==> src/rtl/stage_wb_trap.sv <==
// stage_wb_trap -- write-back trap controller.
//
// Sits in WB next to the register-file write mux. Decides whether the
// retiring instruction takes an interrupt or an exception, or executes mret.
// It keeps the M-mode trap CSRs and issues a registered one-cycle redirect
// to fetch. A short FLUSH state then stalls the pipe for FLUSH_CYCLES cycles.
//
// Ports:
//   clk_i, rst_i            clock (rising edge), synchronous active-high reset
//   valid_i, pc_i           retiring instruction qualifier and its PC
//   instruction_i           raw instruction word (mtval on illegal)
//   mem_addr_i              load/store effective address (mtval on misalign)
//   e_*_i                   exception flags of the retiring instruction
//   is_mret_i               retiring instruction is mret
//   xint_m{e,t,s}ip_i       level interrupt requests (external/timer/software)
//   plat_irq_i              level platform interrupts, causes 16..16+N-1
//   csr_we_i/addr/wdata     CSR write from the retiring Zicsr op
//   csr_rdata_o             combinational CSR read data (0 if unimplemented)
//   kill_wb_o               suppress RF/CSR commit of the retiring instruction
//   trap_o, trap_pc_o       registered redirect strobe and target
//   stall_o                 high while the FLUSH sequencer runs
module stage_wb_trap #(
  parameter int          XLEN         = 32,
  parameter int          NUM_PLAT_IRQ = 4,
  parameter logic [63:0] RESET_MTVEC  = 64'h100,
  parameter bit          VECTORED_EN  = 1'b1,
  parameter int          FLUSH_CYCLES = 2
) (
  input  logic                                          clk_i,
  input  logic                                          rst_i,
  input  logic                                          valid_i,
  input  logic [XLEN-1:0]                               pc_i,
  input  logic [31:0]                                   instruction_i,
  input  logic [XLEN-1:0]                               mem_addr_i,
  input  logic                                          e_inst_addr_mis_i,
  input  logic                                          e_illegal_inst_i,
  input  logic                                          e_break_i,
  input  logic                                          e_ecall_i,
  input  logic                                          e_ld_addr_mis_i,
  input  logic                                          e_st_addr_mis_i,
  input  logic                                          is_mret_i,
  input  logic                                          xint_meip_i,
  input  logic                                          xint_mtip_i,
  input  logic                                          xint_msip_i,
  input  logic [((NUM_PLAT_IRQ > 0) ? NUM_PLAT_IRQ : 1)-1:0] plat_irq_i,
  input  logic                                          csr_we_i,
  input  logic [11:0]                                   csr_addr_i,
  input  logic [XLEN-1:0]                               csr_wdata_i,
  output logic [XLEN-1:0]                               csr_rdata_o,
  output logic                                          kill_wb_o,
  output logic                                          trap_o,
  output logic [XLEN-1:0]                               trap_pc_o,
  output logic                                          stall_o
);

  localparam logic [11:0] ADDR_MSTATUS  = 12'h300;
  localparam logic [11:0] ADDR_MIE      = 12'h304;
  localparam logic [11:0] ADDR_MTVEC    = 12'h305;
  localparam logic [11:0] ADDR_MSCRATCH = 12'h340;
  localparam logic [11:0] ADDR_MEPC     = 12'h341;
  localparam logic [11:0] ADDR_MCAUSE   = 12'h342;
  localparam logic [11:0] ADDR_MTVAL    = 12'h343;
  localparam logic [11:0] ADDR_MIP      = 12'h344;

  // Counter only ever holds FLUSH_CYCLES-1 down to 0.
  localparam int CW = (FLUSH_CYCLES > 1) ? $clog2(FLUSH_CYCLES) : 1;

  typedef enum logic [0:0] {ST_RUN = 1'b0, ST_FLUSH = 1'b1} state_e;

  // Writable bits of mie: MSIE, MTIE, MEIE and one bit per platform line.
  function automatic logic [XLEN-1:0] mie_mask_f();
    logic [XLEN-1:0] m;
    m     = '0;
    m[3]  = 1'b1;
    m[7]  = 1'b1;
    m[11] = 1'b1;
    for (int i = 0; i < NUM_PLAT_IRQ; i++) m[16+i] = 1'b1;
    return m;
  endfunction

  // Fixed interrupt priority: MEI > MSI > MTI > plat[0] > ... > plat[N-1].
  // Lower priority sources are assigned first so higher ones overwrite them.
  // Returns {any, code}.
  function automatic logic [5:0] irq_select_f(input logic [XLEN-1:0] pend);
    logic [5:0] r;
    r = 6'b0;
    for (int i = NUM_PLAT_IRQ - 1; i >= 0; i--) begin
      if (pend[16+i]) r = {1'b1, 5'(16 + i)};
    end
    if (pend[7])  r = {1'b1, 5'd7};
    if (pend[3])  r = {1'b1, 5'd3};
    if (pend[11]) r = {1'b1, 5'd11};
    return r;
  endfunction

  localparam logic [XLEN-1:0] MIE_MASK   = mie_mask_f();
  localparam logic [XLEN-1:0] MTVEC_RST  =
    {RESET_MTVEC[XLEN-1:2], 1'b0, VECTORED_EN & RESET_MTVEC[0]};

  // Architectural state
  state_e            state_q, state_d;
  logic [CW-1:0]     cnt_q, cnt_d;
  logic              mst_mie_q, mst_mie_d;
  logic              mst_mpie_q, mst_mpie_d;
  logic [XLEN-1:0]   mie_q, mie_d;
  logic [XLEN-1:0]   mtvec_q, mtvec_d;
  logic [XLEN-1:0]   mepc_q, mepc_d;
  logic [XLEN-1:0]   mcause_q, mcause_d;
  logic [XLEN-1:0]   mtval_q, mtval_d;
  logic [XLEN-1:0]   mscratch_q, mscratch_d;
  logic              trap_q, trap_d;
  logic [XLEN-1:0]   trap_pc_q, trap_pc_d;

  // Decode
  logic [XLEN-1:0]   mip_s;
  logic [XLEN-1:0]   mstatus_s;
  logic [5:0]        irq_sel_s;
  logic              exc_any_s;
  logic [4:0]        exc_code_s;
  logic [XLEN-1:0]   exc_tval_s;
  logic              run_s;
  logic              stall_s;
  logic              irq_take_s;
  logic              trap_take_s;
  logic              mret_take_s;
  logic              csr_wr_s;
  logic [XLEN-1:0]   tvec_base_s;
  logic [XLEN-1:0]   target_s;

  // mip mirrors the request lines; mstatus is assembled from its live bits.
  always_comb begin
    mip_s     = '0;
    mip_s[3]  = xint_msip_i;
    mip_s[7]  = xint_mtip_i;
    mip_s[11] = xint_meip_i;
    for (int i = 0; i < NUM_PLAT_IRQ; i++) mip_s[16+i] = plat_irq_i[i];
    mstatus_s        = '0;
    mstatus_s[12:11] = 2'b11;
    mstatus_s[7]     = mst_mpie_q;
    mstatus_s[3]     = mst_mie_q;
  end

  assign irq_sel_s = irq_select_f(mie_q & mip_s);

  // Synchronous exception priority and the matching mtval value.
  always_comb begin
    exc_any_s  = 1'b1;
    exc_code_s = 5'd0;
    exc_tval_s = '0;
    if (e_inst_addr_mis_i) begin
      exc_code_s = 5'd0;
      exc_tval_s = pc_i;
    end else if (e_illegal_inst_i) begin
      exc_code_s = 5'd2;
      exc_tval_s = XLEN'(instruction_i);
    end else if (e_break_i) begin
      exc_code_s = 5'd3;
    end else if (e_ecall_i) begin
      exc_code_s = 5'd11;
    end else if (e_ld_addr_mis_i) begin
      exc_code_s = 5'd4;
      exc_tval_s = mem_addr_i;
    end else if (e_st_addr_mis_i) begin
      exc_code_s = 5'd6;
      exc_tval_s = mem_addr_i;
    end else begin
      exc_any_s = 1'b0;
    end
  end

  // Interrupts outrank exceptions, and both outrank mret.
  assign irq_take_s  = valid_i & run_s & mst_mie_q & irq_sel_s[5];
  assign trap_take_s = irq_take_s | (valid_i & run_s & exc_any_s);
  assign mret_take_s = valid_i & run_s & is_mret_i & ~trap_take_s;
  assign kill_wb_o   = valid_i & run_s & (irq_take_s | exc_any_s | is_mret_i);
  assign csr_wr_s    = valid_i & run_s & csr_we_i & ~kill_wb_o;

  // Vectored mode only offsets interrupt targets; exceptions use the base.
  assign tvec_base_s = {mtvec_q[XLEN-1:2], 2'b00};
  assign target_s    = (irq_take_s & mtvec_q[0])
                     ? tvec_base_s + (XLEN'(irq_sel_s[4:0]) << 2)
                     : tvec_base_s;

  // CSR next-state: trap entry, mret, or a software write (in that order).
  always_comb begin
    mst_mie_d  = mst_mie_q;
    mst_mpie_d = mst_mpie_q;
    mie_d      = mie_q;
    mtvec_d    = mtvec_q;
    mepc_d     = mepc_q;
    mcause_d   = mcause_q;
    mtval_d    = mtval_q;
    mscratch_d = mscratch_q;
    if (trap_take_s) begin
      mepc_d             = {pc_i[XLEN-1:2], 2'b00};
      mcause_d           = '0;
      mcause_d[XLEN-1]   = irq_take_s;
      mcause_d[4:0]      = irq_take_s ? irq_sel_s[4:0] : exc_code_s;
      mtval_d            = irq_take_s ? '0 : exc_tval_s;
      mst_mpie_d         = mst_mie_q;
      mst_mie_d          = 1'b0;
    end else if (mret_take_s) begin
      mst_mie_d  = mst_mpie_q;
      mst_mpie_d = 1'b1;
    end else if (csr_wr_s) begin
      case (csr_addr_i)
        ADDR_MSTATUS: begin
          mst_mie_d  = csr_wdata_i[3];
          mst_mpie_d = csr_wdata_i[7];
        end
        ADDR_MIE:      mie_d      = csr_wdata_i & MIE_MASK;
        ADDR_MTVEC:    mtvec_d    = {csr_wdata_i[XLEN-1:2], 1'b0,
                                     VECTORED_EN & csr_wdata_i[0]};
        ADDR_MEPC:     mepc_d     = {csr_wdata_i[XLEN-1:2], 2'b00};
        ADDR_MCAUSE:   mcause_d   = csr_wdata_i;
        ADDR_MTVAL:    mtval_d    = csr_wdata_i;
        ADDR_MSCRATCH: mscratch_d = csr_wdata_i;
        default:       mscratch_d = mscratch_q;
      endcase
    end else begin
      mscratch_d = mscratch_q;
    end
  end

  // Redirect strobe lasts exactly one cycle; the target is held afterwards.
  always_comb begin
    trap_d    = 1'b0;
    trap_pc_d = trap_pc_q;
    if (trap_take_s) begin
      trap_d    = 1'b1;
      trap_pc_d = target_s;
    end else if (mret_take_s) begin
      trap_d    = 1'b1;
      trap_pc_d = mepc_q;
    end else begin
      trap_d = 1'b0;
    end
  end

  // CSR and redirect registers.
  always_ff @(posedge clk_i) begin
    if (rst_i) begin
      mst_mie_q  <= 1'b0;
      mst_mpie_q <= 1'b0;
      mie_q      <= '0;
      mtvec_q    <= MTVEC_RST;
      mepc_q     <= '0;
      mcause_q   <= '0;
      mtval_q    <= '0;
      mscratch_q <= '0;
      trap_q     <= 1'b0;
      trap_pc_q  <= '0;
    end else begin
      mst_mie_q  <= mst_mie_d;
      mst_mpie_q <= mst_mpie_d;
      mie_q      <= mie_d;
      mtvec_q    <= mtvec_d;
      mepc_q     <= mepc_d;
      mcause_q   <= mcause_d;
      mtval_q    <= mtval_d;
      mscratch_q <= mscratch_d;
      trap_q     <= trap_d;
      trap_pc_q  <= trap_pc_d;
    end
  end

  // FSM state register.
  always_ff @(posedge clk_i) begin
    if (rst_i) begin
      state_q <= ST_RUN;
      cnt_q   <= '0;
    end else begin
      state_q <= state_d;
      cnt_q   <= cnt_d;
    end
  end

  // FSM next state: FLUSH lasts FLUSH_CYCLES cycles, counted down to 0.
  always_comb begin
    state_d = state_q;
    cnt_d   = cnt_q;
    case (state_q)
      ST_RUN: begin
        if (trap_take_s | mret_take_s) begin
          state_d = ST_FLUSH;
          cnt_d   = CW'(FLUSH_CYCLES - 1);
        end else begin
          state_d = ST_RUN;
        end
      end
      ST_FLUSH: begin
        if (cnt_q == '0) begin
          state_d = ST_RUN;
        end else begin
          cnt_d = cnt_q - 1'b1;
        end
      end
      default: begin
        state_d = ST_RUN;
        cnt_d   = '0;
      end
    endcase
  end

  // FSM outputs.
  always_comb begin
    run_s   = (state_q == ST_RUN);
    stall_s = (state_q == ST_FLUSH);
  end

  // CSR read mux.
  always_comb begin
    case (csr_addr_i)
      ADDR_MSTATUS:  csr_rdata_o = mstatus_s;
      ADDR_MIE:      csr_rdata_o = mie_q;
      ADDR_MIP:      csr_rdata_o = mip_s;
      ADDR_MTVEC:    csr_rdata_o = mtvec_q;
      ADDR_MEPC:     csr_rdata_o = mepc_q;
      ADDR_MCAUSE:   csr_rdata_o = mcause_q;
      ADDR_MTVAL:    csr_rdata_o = mtval_q;
      ADDR_MSCRATCH: csr_rdata_o = mscratch_q;
      default:       csr_rdata_o = '0;
    endcase
  end

  assign trap_o    = trap_q;
  assign trap_pc_o = trap_pc_q;
  assign stall_o   = stall_s;

endmodule

==> config.mk <==
export PLATFORM = sky130hd
export DESIGN_NAME = stage_wb_trap
export DESIGN_NICKNAME = d
export VERILOG_FILES = /design/src/rtl/stage_wb_trap.sv
export SDC_FILE = /design/constraint.sdc
export NUM_CORES = 1
export LEC_CHECK = 0
export BUFFER_PORTS_ARGS = -buffer_cell sky130_fd_sc_hd__buf_2
export CAP_MARGIN = 0
export CORE_UTILIZATION = 44
export CTS_BUF_LIST = sky130_fd_sc_hd__clkbuf_2
export CTS_CLUSTER_DIAMETER = 40
export CTS_CLUSTER_SIZE = 24
export DETAILED_ROUTE_END_ITERATION = 8
export PLACE_DENSITY = 0.67
export SYNTH_ARGS = -nofsm -noshare
export SYNTH_HDL_FRONTEND = slang
export SYNTH_SLANG_ARGS = --single-unit
==> constraint.sdc <==
create_clock -name clk_i -period 3.9 [get_ports clk_i]
set_input_delay 0.78 -clock clk_i [delete_from_list [all_inputs] [get_ports clk_i]]
set_output_delay 0.78 -clock clk_i [all_outputs]
set_load 0.01 [all_outputs]
==> results of run 1 <==
state kept, by name, summed over array words and instances (netlist names), 7 cells and up:
| name | count |
|---|---|
| mcause_q | 32 |
| mepc_q | 30 |
| mie_q | 7 |
| mscratch_q | 32 |
| mtval_q | 32 |
| mtvec_q | 31 |
| trap_pc_o | 30 |
per-stage QoR:
step	instance area (um^2)	util, %	power [mW]	hold slack [ps]	setup slack, ps
2_1_floorplan	10400	-	2.54	431	478
3_3_place_gp	11900	51.9	2.78	438	349
3_5_place_dp	11900	51.9	2.78	444	209
4_1_cts	12100	52.9	3.78	155	350
5_1_grt	12100	52.9	3.93	126	149
6_report	12100	52.9	3.78	191	340
worst reg2reg max path: cells and delay by family, from the launching register on:
kind            cells  cell delay, ps
flops               1             400
compound gates      5            1380
fa+ha+maj           2             790
xor+xnor            1             150
simple gates        2             430
final timing paths:
kind,endpoint,depth (start not counted)
setup / recovery,csr_rdata_o[12],9
hold / removal,mtvec_q[6],3
setup reg to reg,trap_pc_o[20],10
hold reg to reg,mcause_q[18],2
power by group:
group	leakage, nW	internal [mW]	switching, mW	total [mW]
Combinational	3.11	0.230	0.357	0.587
Clock	0.139	0.297	0.722	1.02
Sequential	1.62	2.12	0.0538	2.17
Total	4.87	2.64	1.13	3.78
cells in the final DEF (no fill, tap or decap), types with 5 or more instances in the layout:
| master | n |
|---|---|
| nand3_1 | 20 |
| nor3_1 | 15 |
| and3_1 | 13 |
| mux2i_1 | 73 |
| a21oi_1 | 132 |
| a221o_1 | 23 |
| nor2_1 | 128 |
| a22oi_1 | 42 |
| a221oi_1 | 29 |
| o31a_1 | 6 |
| ha_1 | 5 |
| nand2_1 | 256 |
| clkbuf_2 | 19 |
| o22ai_1 | 12 |
| a222oi_1 | 18 |
| buf_4 | 53 |
| xor2_1 | 7 |
| xnor2_1 | 14 |
| a211oi_1 | 41 |
| o21ai_0 | 36 |
| a211oi_2 | 28 |
| dfxtp_1 | 199 |
| nor4_1 | 8 |
| buf_2 | 221 |
| inv_1 | 6 |
| a31o_2 | 10 |
| nand4_1 | 5 |
| and2_1 | 8 |
cell type report:
| type | instances | area (um^2) |
|---|---|---|
| Fill cell | 2237 | 10800 |
| Multi-Input combinational cell | 985 | 5940 |
| Sequential cell | 199 | 3980 |
| Timing Repair Buffer | 277 | 1560 |
| Tap cell | 313 | 392 |
| Clock inverter | 11 | 125 |
| Clock buffer | 19 | 95.1 |
| Inverter | 6 | 22.5 |
| Antenna cell | 2 | 5.00 |
per-layer routing:
| metal | GRT usage [%] | routed length (um) |
|---|---|---|
| met1 | 41.8 | 16000 |
| met2 | 48.2 | 16700 |
| met3 | 7.67 | 3990 |
| met4 | 11.1 | 1190 |
| met5 | 0 | 11 |
cell families (layout without fill, tap and decap cells):
family / Yosys count / after routing / synth area share, %
AOI/OAI and AO/OA: 397 / 397 / 27.3
muxes: 74 / 74 / 7.11
xor gates and xnor gates: 21 / 21 / 1.76
other: 1 / 4 / 0.0359
DFF: 199 / 199 / 38.2
buffers and inverters: 120 / 313 / 5.06
and+or+nand+nor: 485 / 485 / 19.8
adders and majority gates: 6 / 6 / 0.791
==> summary.txt, run 1 <==
Synthesis
  – Most common cell in the netlist: nand2_1
  – Yosys reg bits: 199
  – Asr flop ratio synth: 0%
  – Top cell type's share of synthesized area: 38.2%
  – Avg Synthesized Cell Area: 8.01 um^2
  – Netlist cell types: 57
  – Main synth FF type: dfxtp_1
  – Commonest cells post-synth: nand2_1, dfxtp_1, a21oi_1
  – Yosys top cell by area: dfxtp_1
  – Yosys warnings: 0
  – Dominant cells by area after synthesis: dfxtp_1, nand2_1, mux2i_1, a21oi_1, nor2_1
  – Sequential-to-total area share from yosys stat: 38.2%
  – Post-Syn Instances: 1,303
  – Mapped Area: 10,400 um^2
  – Post-synth EDFFs: 0

Worst setup path
  – CP delay by family, top: simple AND/OR/NAND/NOR gates
  – Critical path peak fanout: 10
  – Critical path's slowest cell: and4b_1
  – Worst-path cell chain: buf_2 -> nor4b_1 -> and2_1 -> and4b_1 -> buf_4 -> a21oi_1 -> o21ai_0 -> a221o_1 -> buf_2
  – Crit start category: primary input
  – Most used cell, CP: buf_2
  – R2R Path Start: mie_q[3]
  – CP Capture Type: output port
  – R2r setup slk: 660 ps
  – Max incr delay on CP: 460 ps
  – Arrival @ worst endpoint: 2780 ps
  – Crit path from: csr_addr_i[5]
  – Critical path type: primary input to output port
  – Critical path required time: 3120 ps
  – Crit path buf inv count: 3

Pwr
  – PwrDens: 312 nW/um^2
  – Worst VDD drop: 0.241 mV
  – Leakage: 4.87 nW

Timing
  – Final Hold Fails: 0
  – RSZ-0062 raised after global routing: false
  – Top achievable clock speed: 0.281 GHz
  – Period utilization: 91.3%
  – Final Max Slew Viols: 0
  – Final setup TNS: 0 ps
  – Slew @ Worst Pin: 745 ps
  – Setup Viol. Count Final: 0
  – Slew Limit Headroom: 50.2%
  – Crit path time final: 3560 ps
  – Final Skew: 52.3 ps

Worst hold path
  – HP Class: primary input to flip-flop
  – Min-delay src: csr_wdata_i[6]

Floorplan
  – Row count: 55
  – Initial Util: 45.5%
  – Width of the chip: 156 um
  – Ports: 225
  – DIE AREA: 24,300 um^2
  – Die Y: 156 um
  – Core region area: 22,900 um^2

Placed design
  – DP Cell Count: 1,780
  – GPL Wtd Cong: 0.961
  – Post-detail-place hpwl: 26.7 mm
  – IO Port Bufs: 222

Detailed routing
  – WL final: 37.8 mm
  – Per-cell routed wire length: 20.9 um
  – DRT antenna net count: 0
  – Initial drt markers: 1,094
  – Via count: 10,888
  – DRC viols: 0
  – Vias/cell: 6.01
  – Drt first pass iters: 8

Clocking
  – Max Buffers Root-to-Sink: 2
  – Num Clock Sinks: 199
  – Number of H-tree branching levels: 4
  – Hold_buf cts: 0
  – Clock Tree Root: clkbuf_2
  – Clk slew on worst S/H paths: 300 ps
  – CTS tree: built
  – Post-CTS Resized: 0
  – Clock Latency Late Sink: 820 ps
  – Post-CTS setup buffers: 0
  – Clock buffer count from CTS: 17

Global route
  – Largest net degree at the start of global routing: 62
  – Total grt overflow: 0
  – First-pass GRT wire length: 57.8 mm
  – GRT Overall Usage: 31.1%
  – Vias in the first global route: 10,364
  – Initial antenna violation count: 3

Outcome
  – Status: completed

Cells and area
  – Layout cells sized above 1: 23.5%
  – Nets: 1,650
  – Final instance count without filler cells: 1,812
  – Layout area overhead: 16.2%

Run
  – Max Cap Viol: 0
Note: power is estimated with default switching activity, not from simulation.
==> inputs of run 2 (changes only) <==
--- a/config.mk
+++ b/config.mk
@@ -7,12 +7,12 @@
 export LEC_CHECK = 0
 export BUFFER_PORTS_ARGS = -buffer_cell sky130_fd_sc_hd__buf_2
 export CAP_MARGIN = 0
-export CORE_UTILIZATION = 44
+export CORE_MARGIN = 5
+export CORE_UTILIZATION = 40
 export CTS_BUF_LIST = sky130_fd_sc_hd__clkbuf_2
 export CTS_CLUSTER_DIAMETER = 40
 export CTS_CLUSTER_SIZE = 24
 export DETAILED_ROUTE_END_ITERATION = 8
-export PLACE_DENSITY = 0.67
 export SYNTH_ARGS = -nofsm -noshare
 export SYNTH_HDL_FRONTEND = slang
 export SYNTH_SLANG_ARGS = --single-unit
==> summary.txt, run 2 (same netlist as run 1, synthesis figures left out) <==
Worst setup path
  – Most used cell, CP: buf_2
  – CP delay by family, top: simple AND/OR/NAND/NOR gates
  – Critical path type: primary input to output port
  – Critical path's slowest cell: and2_1
  – Arrival @ worst endpoint: 2740 ps (-40 ps)
  – Worst-path cell chain: buf_2 -> nor4b_1 -> and3_1 -> and2_1 -> buf_4 -> a222oi_1 -> nand2_1 -> buf_2
  – Max incr delay on CP: 490 ps (+30 ps)
  – Critical path required time: 3120 ps (about the same)
  – Crit start category: primary input
  – CP Capture Type: output port
  – Crit path buf inv count: 3 (unchanged)
  – Critical path peak fanout: 10 (unchanged)

Clocking
  – Post-CTS setup buffers: 0 (unchanged)
  – Post-CTS Resized: 0 (unchanged)
  – Clk slew on worst S/H paths: 320 ps (+20 ps)
  – Hold_buf cts: 0 (unchanged)
  – Clock Latency Late Sink: 780 ps (-40 ps)
  – Clock buffer count from CTS: 17 (unchanged)
  – Num Clock Sinks: 199 (unchanged)
  – Max Buffers Root-to-Sink: 2 (unchanged)
  – Number of H-tree branching levels: 4 (unchanged)
  – CTS tree: built
  – Clock Tree Root: clkbuf_2

Cells and area
  – Layout area overhead: 16.4%
  – Nets: 1,641 (-0.55%)
  – Commonest cells after routing, fill and taps aside: nand2_1, buf_2, dfxtp_1
  – Most common cell after layout, fill and taps aside: nand2_1
  – Final instance count without filler cells: 1,826 (+0.77%)
  – Layout cells sized above 1: 23.2% (-0.36 points)
  – Biggest regs: mcause_q x32, mscratch_q x32, mtval_q x32
  – Finished Cell Area: 12,100 um^2 (+0.21%)

Placed design
  – GPL Wtd Cong: 0.909 (-5.5%)
  – Post-detail-place hpwl: 27.8 mm (+3.9%)
  – DP Cell Count: 1,793 (+0.73%)
  – IO Port Bufs: 222 (unchanged)
  – Placed Area: 11,900 um^2 (+0.15%)

Pwr
  – PwrDens: 312 nW/um^2 (about the same)
  – Worst VDD drop: 0.201 mV (-17%)
  – Leakage: 4.85 nW (-0.43%)

Floorplan
  – Ports: 225 (unchanged)
  – Core region area: 25,800 um^2 (+13%)
  – Die Y: 172 um (+9.9%)
  – DIE AREA: 29,400 um^2 (+21%)
  – Initial Util: 40.4% (-5.1 points)
  – Row count: 59 (+7.3%)
  – Width of the chip: 172 um (+9.9%)

Detailed routing
  – Via count: 10,788 (-0.92%)
  – WL final: 39.7 mm (+4.9%)
  – DRT antenna net count: 0 (unchanged)
  – Vias/cell: 5.91 (-1.7%)
  – Per-cell routed wire length: 21.7 um (+4.1%)
  – Drt first pass iters: 7 (-1)
  – Initial drt markers: 1,117 (+2.1%)
  – DRC viols: 0 (unchanged)

Timing
  – Slew Limit Headroom: 43.0% (-7.2 points)
  – Setup Viol. Count Final: 0 (unchanged)
  – RSZ-0062 raised after global routing: false
  – Final Hold Fails: 0 (unchanged)
  – Crit path time final: 3520 ps (-37.0 ps)
  – Final setup TNS: 0 ps (unchanged)
  – Final Max Slew Viols: 0 (unchanged)
  – Period utilization: 90.3% (-0.95 points)
  – Slew @ Worst Pin: 855 ps (+110 ps)
  – Top achievable clock speed: 0.284 GHz (+1.0%)
  – Final Skew: 51.7 ps (-0.613 ps)
  – Worst hold slack: 225 ps (+34.2 ps)

Global route
  – Vias in the first global route: 10,224 (-1.4%)
  – Largest net degree at the start of global routing: 68 (+9.7%)
  – Initial antenna violation count: 1 (-2)
  – First-pass GRT wire length: 59.1 mm (+2.1%)
  – Total grt overflow: 0 (unchanged)
  – GRT Overall Usage: 25.8% (-5.3 points)

Outcome
  – Status: completed

Worst hold path
  – HP Class: primary input to flip-flop

Run
  – Max Cap Viol: 0 (unchanged)
[run 2: power by group]
group          switching [mW]  internal [mW]  leakage (nW)
clock network           0.773          0.248         0.142
logic                   0.359          0.231          3.09
registers              0.0562           2.12          1.62
[run 2: final cells by class]
| type | instances | area [um^2] |
|---|---|---|
| multi-input combinational | 985 | 5940 |
| antenna | 1 | 2.50 |
| tap | 335 | 419 |
| clock buffer | 17 | 85.1 |
| timing repair buffer | 268 | 1550 |
| clock inverter | 15 | 145 |
| fill | 2619 | 13700 |
| inverter | 6 | 22.5 |
| sequential | 199 | 3980 |
[run 2: layer usage]
metal	track usage (%)	part of all wire (%)
met5	0	0
met1	35.6	43
met2	41.6	46
met4	7.75	2.7
met3	4.55	8.4
[run 2: through the flow]
stage / util (%) / power, mW / worst slack [ps]
detailed placement: 46.1 / 2.79 / 327
finish: 47.0 / 3.78 / 377
global placement: 46.1 / 2.79 / 379
floorplan: - / 2.54 / 478
CTS: 47.0 / 3.78 / 407
global route: 47.0 / 3.93 / 239
[run 2: tightest hold or removal path: cells and delay by family]
family	cells	cell delay, ps
compound gates	1	50
simple gates	1	60
buf+inv	1	130
[run 2: worst paths after layout]
path	start	to	slack, ps	cells after the start
worst max-delay path	csr_addr_i[11]	csr_rdata_o[17]	380	8
worst min-delay path	csr_wdata_i[28]	mtvec_q[28]	230	3
worst max register to register	mie_q[3]	trap_pc_o[28]	880	10
worst min register to register	mcause_q[18]	mcause_q[18]	470	2
==> inputs of run 3 (changes only) <==
--- a/config.mk
+++ b/config.mk
@@ -9,10 +9,10 @@
 export CAP_MARGIN = 0
 export CORE_MARGIN = 5
 export CORE_UTILIZATION = 40
-export CTS_BUF_LIST = sky130_fd_sc_hd__clkbuf_2
 export CTS_CLUSTER_DIAMETER = 40
 export CTS_CLUSTER_SIZE = 24
 export DETAILED_ROUTE_END_ITERATION = 8
+export SLEW_MARGIN = 5
 export SYNTH_ARGS = -nofsm -noshare
 export SYNTH_HDL_FRONTEND = slang
 export SYNTH_SLANG_ARGS = --single-unit
==> summary.txt, run 3 (same netlist as run 1, synthesis figures left out) <==
Timing
  – Final setup TNS: 0 ps (unchanged)
  – RSZ-0062 raised after global routing: false
  – Top achievable clock speed: 0.282 GHz (-0.60%)
  – Final Skew: 13.3 ps (-38.4 ps)
  – Setup Viol. Count Final: 0 (unchanged)
  – Slew @ Worst Pin: 880 ps (+25.2 ps)
  – Slew Limit Headroom: 41.3% (-1.7 points)
  – Final Max Slew Viols: 0 (unchanged)
  – Final Hold Fails: 0 (unchanged)
  – Crit path time final: 3540 ps (+21.3 ps)
  – Worst hold slack: 453 ps (+227 ps)
  – Period utilization: 90.9% (+0.55 points)

Detailed routing
  – Vias/cell: 5.93 (+0.44%)
  – Per-cell routed wire length: 21.9 um (+0.72%)
  – Initial drt markers: 1,137 (+1.8%)
  – Via count: 10,830 (+0.39%)
  – DRT antenna net count: 0 (unchanged)
  – WL final: 39.9 mm (+0.66%)
  – DRC viols: 0 (unchanged)
  – Drt first pass iters: 5 (-2)

Clocking
  – Clock Latency Late Sink: 450 ps (-330 ps)
  – Number of H-tree branching levels: 4 (unchanged)
  – Max Buffers Root-to-Sink: 2 (unchanged)
  – Clk slew on worst S/H paths: 70 ps (-250 ps)
  – Num Clock Sinks: 199 (unchanged)
  – Clock buffer count from CTS: 17 (unchanged)
  – Clock Tree Root: clkbuf_16
  – Post-CTS Resized: 0 (unchanged)
  – Hold_buf cts: 0 (unchanged)
  – Post-CTS setup buffers: 0 (unchanged)
  – CTS tree: built

Cells and area
  – Layout area overhead: 19.7%
  – Biggest regs: mcause_q x32, mscratch_q x32, mtval_q x32
  – Finished Cell Area: 12,500 um^2 (+2.9%)
  – Commonest cells after routing, fill and taps aside: nand2_1, buf_2, dfxtp_1
  – Most common cell after layout, fill and taps aside: nand2_1
  – ANT cells: 0 (-1)
  – Nets: 1,641 (unchanged)
  – Layout cells sized above 1: 23.2% (+0.067 points)

Floorplan
  – Core region area: 25,800 um^2 (unchanged)
  – DIE AREA: 29,400 um^2 (unchanged)
  – Ports: 225 (unchanged)
  – Width of the chip: 172 um (unchanged)
  – Row count: 59 (unchanged)
  – Die Y: 172 um (unchanged)
  – Initial Util: 40.4% (unchanged)

Global route
  – First-pass GRT wire length: 59.6 mm (+0.89%)
  – Initial antenna violation count: 0 (-1)
  – GRT Overall Usage: 26.1% (+0.29 points)
  – Largest net degree at the start of global routing: 68 (unchanged)
  – Vias in the first global route: 10,292 (+0.67%)
  – Total grt overflow: 0 (unchanged)

Placed design
  – Post-detail-place hpwl: 27.8 mm (unchanged)
  – GPL Wtd Cong: 0.909 (unchanged)
  – IO Port Bufs: 222 (unchanged)
  – Placed Area: 11,900 um^2 (unchanged)

Worst setup path
  – Critical path peak fanout: 8 (-2)
  – Arrival @ worst endpoint: 2760 ps (+20 ps)
  – CP Capture Type: output port
  – Critical path required time: 3120 ps (about the same)
  – Crit start category: primary input
  – Critical path type: primary input to output port

Pwr
  – Comb pwr share: 13.0% (-2.6 points)
  – PwrDens: 362 nW/um^2 (+16%)
  – Pint: 3.25 mW (+25%)
  – Leakage: 5.00 nW (+3.0%)
  – Register share of total power: 47.7% (-9.7 points)
  – Worst VDD drop: 0.218 mV (+8.2%)
  – Clock share of power: 39.2% (+12 points)
  – Overall power: 4.53 mW (+20%)
  – Sw frac: 28.2% (-3.2 points)
  – Switching power: 1.28 mW (+7.4%)

Outcome
  – Status: completed

Run
  – Max Cap Viol: 0 (unchanged)

Worst hold path
  – HP Class: flip-flop to flip-flop
run 3: critical path, cell delays in order:
cell and delay [ps]:
buf_2 100, nor4b_1 430, and3_1 280, and2_1 490, buf_4 290, a221o_1 240, buf_2 160
run 3: layout make-up:
type                    count  area [um^2]
repair buffers            268         1550
well taps                 335          419
clock inverters            14          141
inverters                   6         22.5
multi-input cells         985         5940
clock buffers              18          439
flip-flops and latches    199         3980
fillers                  2589        13300
run 3: through the flow:
| stage | util, % | worst slack (ps) | std cells |
|---|---|---|---|
| after floorplan | - | 478 | 1304 |
| after global placement | 46.1 | 379 | 1793 |
| after detailed placement | 46.1 | 327 | 1793 |
| after CTS | 48.4 | 407 | 1825 |
| after global routing | 48.4 | 239 | 1825 |
| final | 48.4 | 355 | 1825 |
run 3: worst paths after layout:
| path | startpoint | to | slack (ps) | depth (start not counted) |
|---|---|---|---|---|
| hold reg to reg | mcause_q[21] | mcause_q[21] | 450 | 2 |
| setup / recovery | csr_addr_i[11] | csr_rdata_o[10] | 360 | 7 |
| setup reg to reg | mie_q[3] | trap_pc_o[28] | 870 | 10 |
| hold / removal | mcause_q[21] | mcause_q[21] | 450 | 2 |
run 3: per-layer routing:
metal / GRT usage [%] / vias to the layer above / routed length (um)
li1: - / 5072 / -
met1: 35.9 / 5185 / 17300
met2: 41.9 / 498 / 18300
met3: 4.62 / 75 / 3320
met4: 8.41 / 0 / 1040
met5: 0 / - / 0
run 3: power by group through the flow:
| stage | registers, mW | clock network (mW) | logic, mW |
|---|---|---|---|
| 2_1_floorplan | 2.19 | 0 | 0.347 |
| 3_3_place_gp | 2.21 | 0 | 0.578 |
| 3_5_place_dp | 2.21 | 0 | 0.581 |
| 4_1_cts | 2.16 | 1.79 | 0.584 |
| 5_1_grt | 2.17 | 1.87 | 0.638 |
| 6_report | 2.16 | 1.78 | 0.590 |
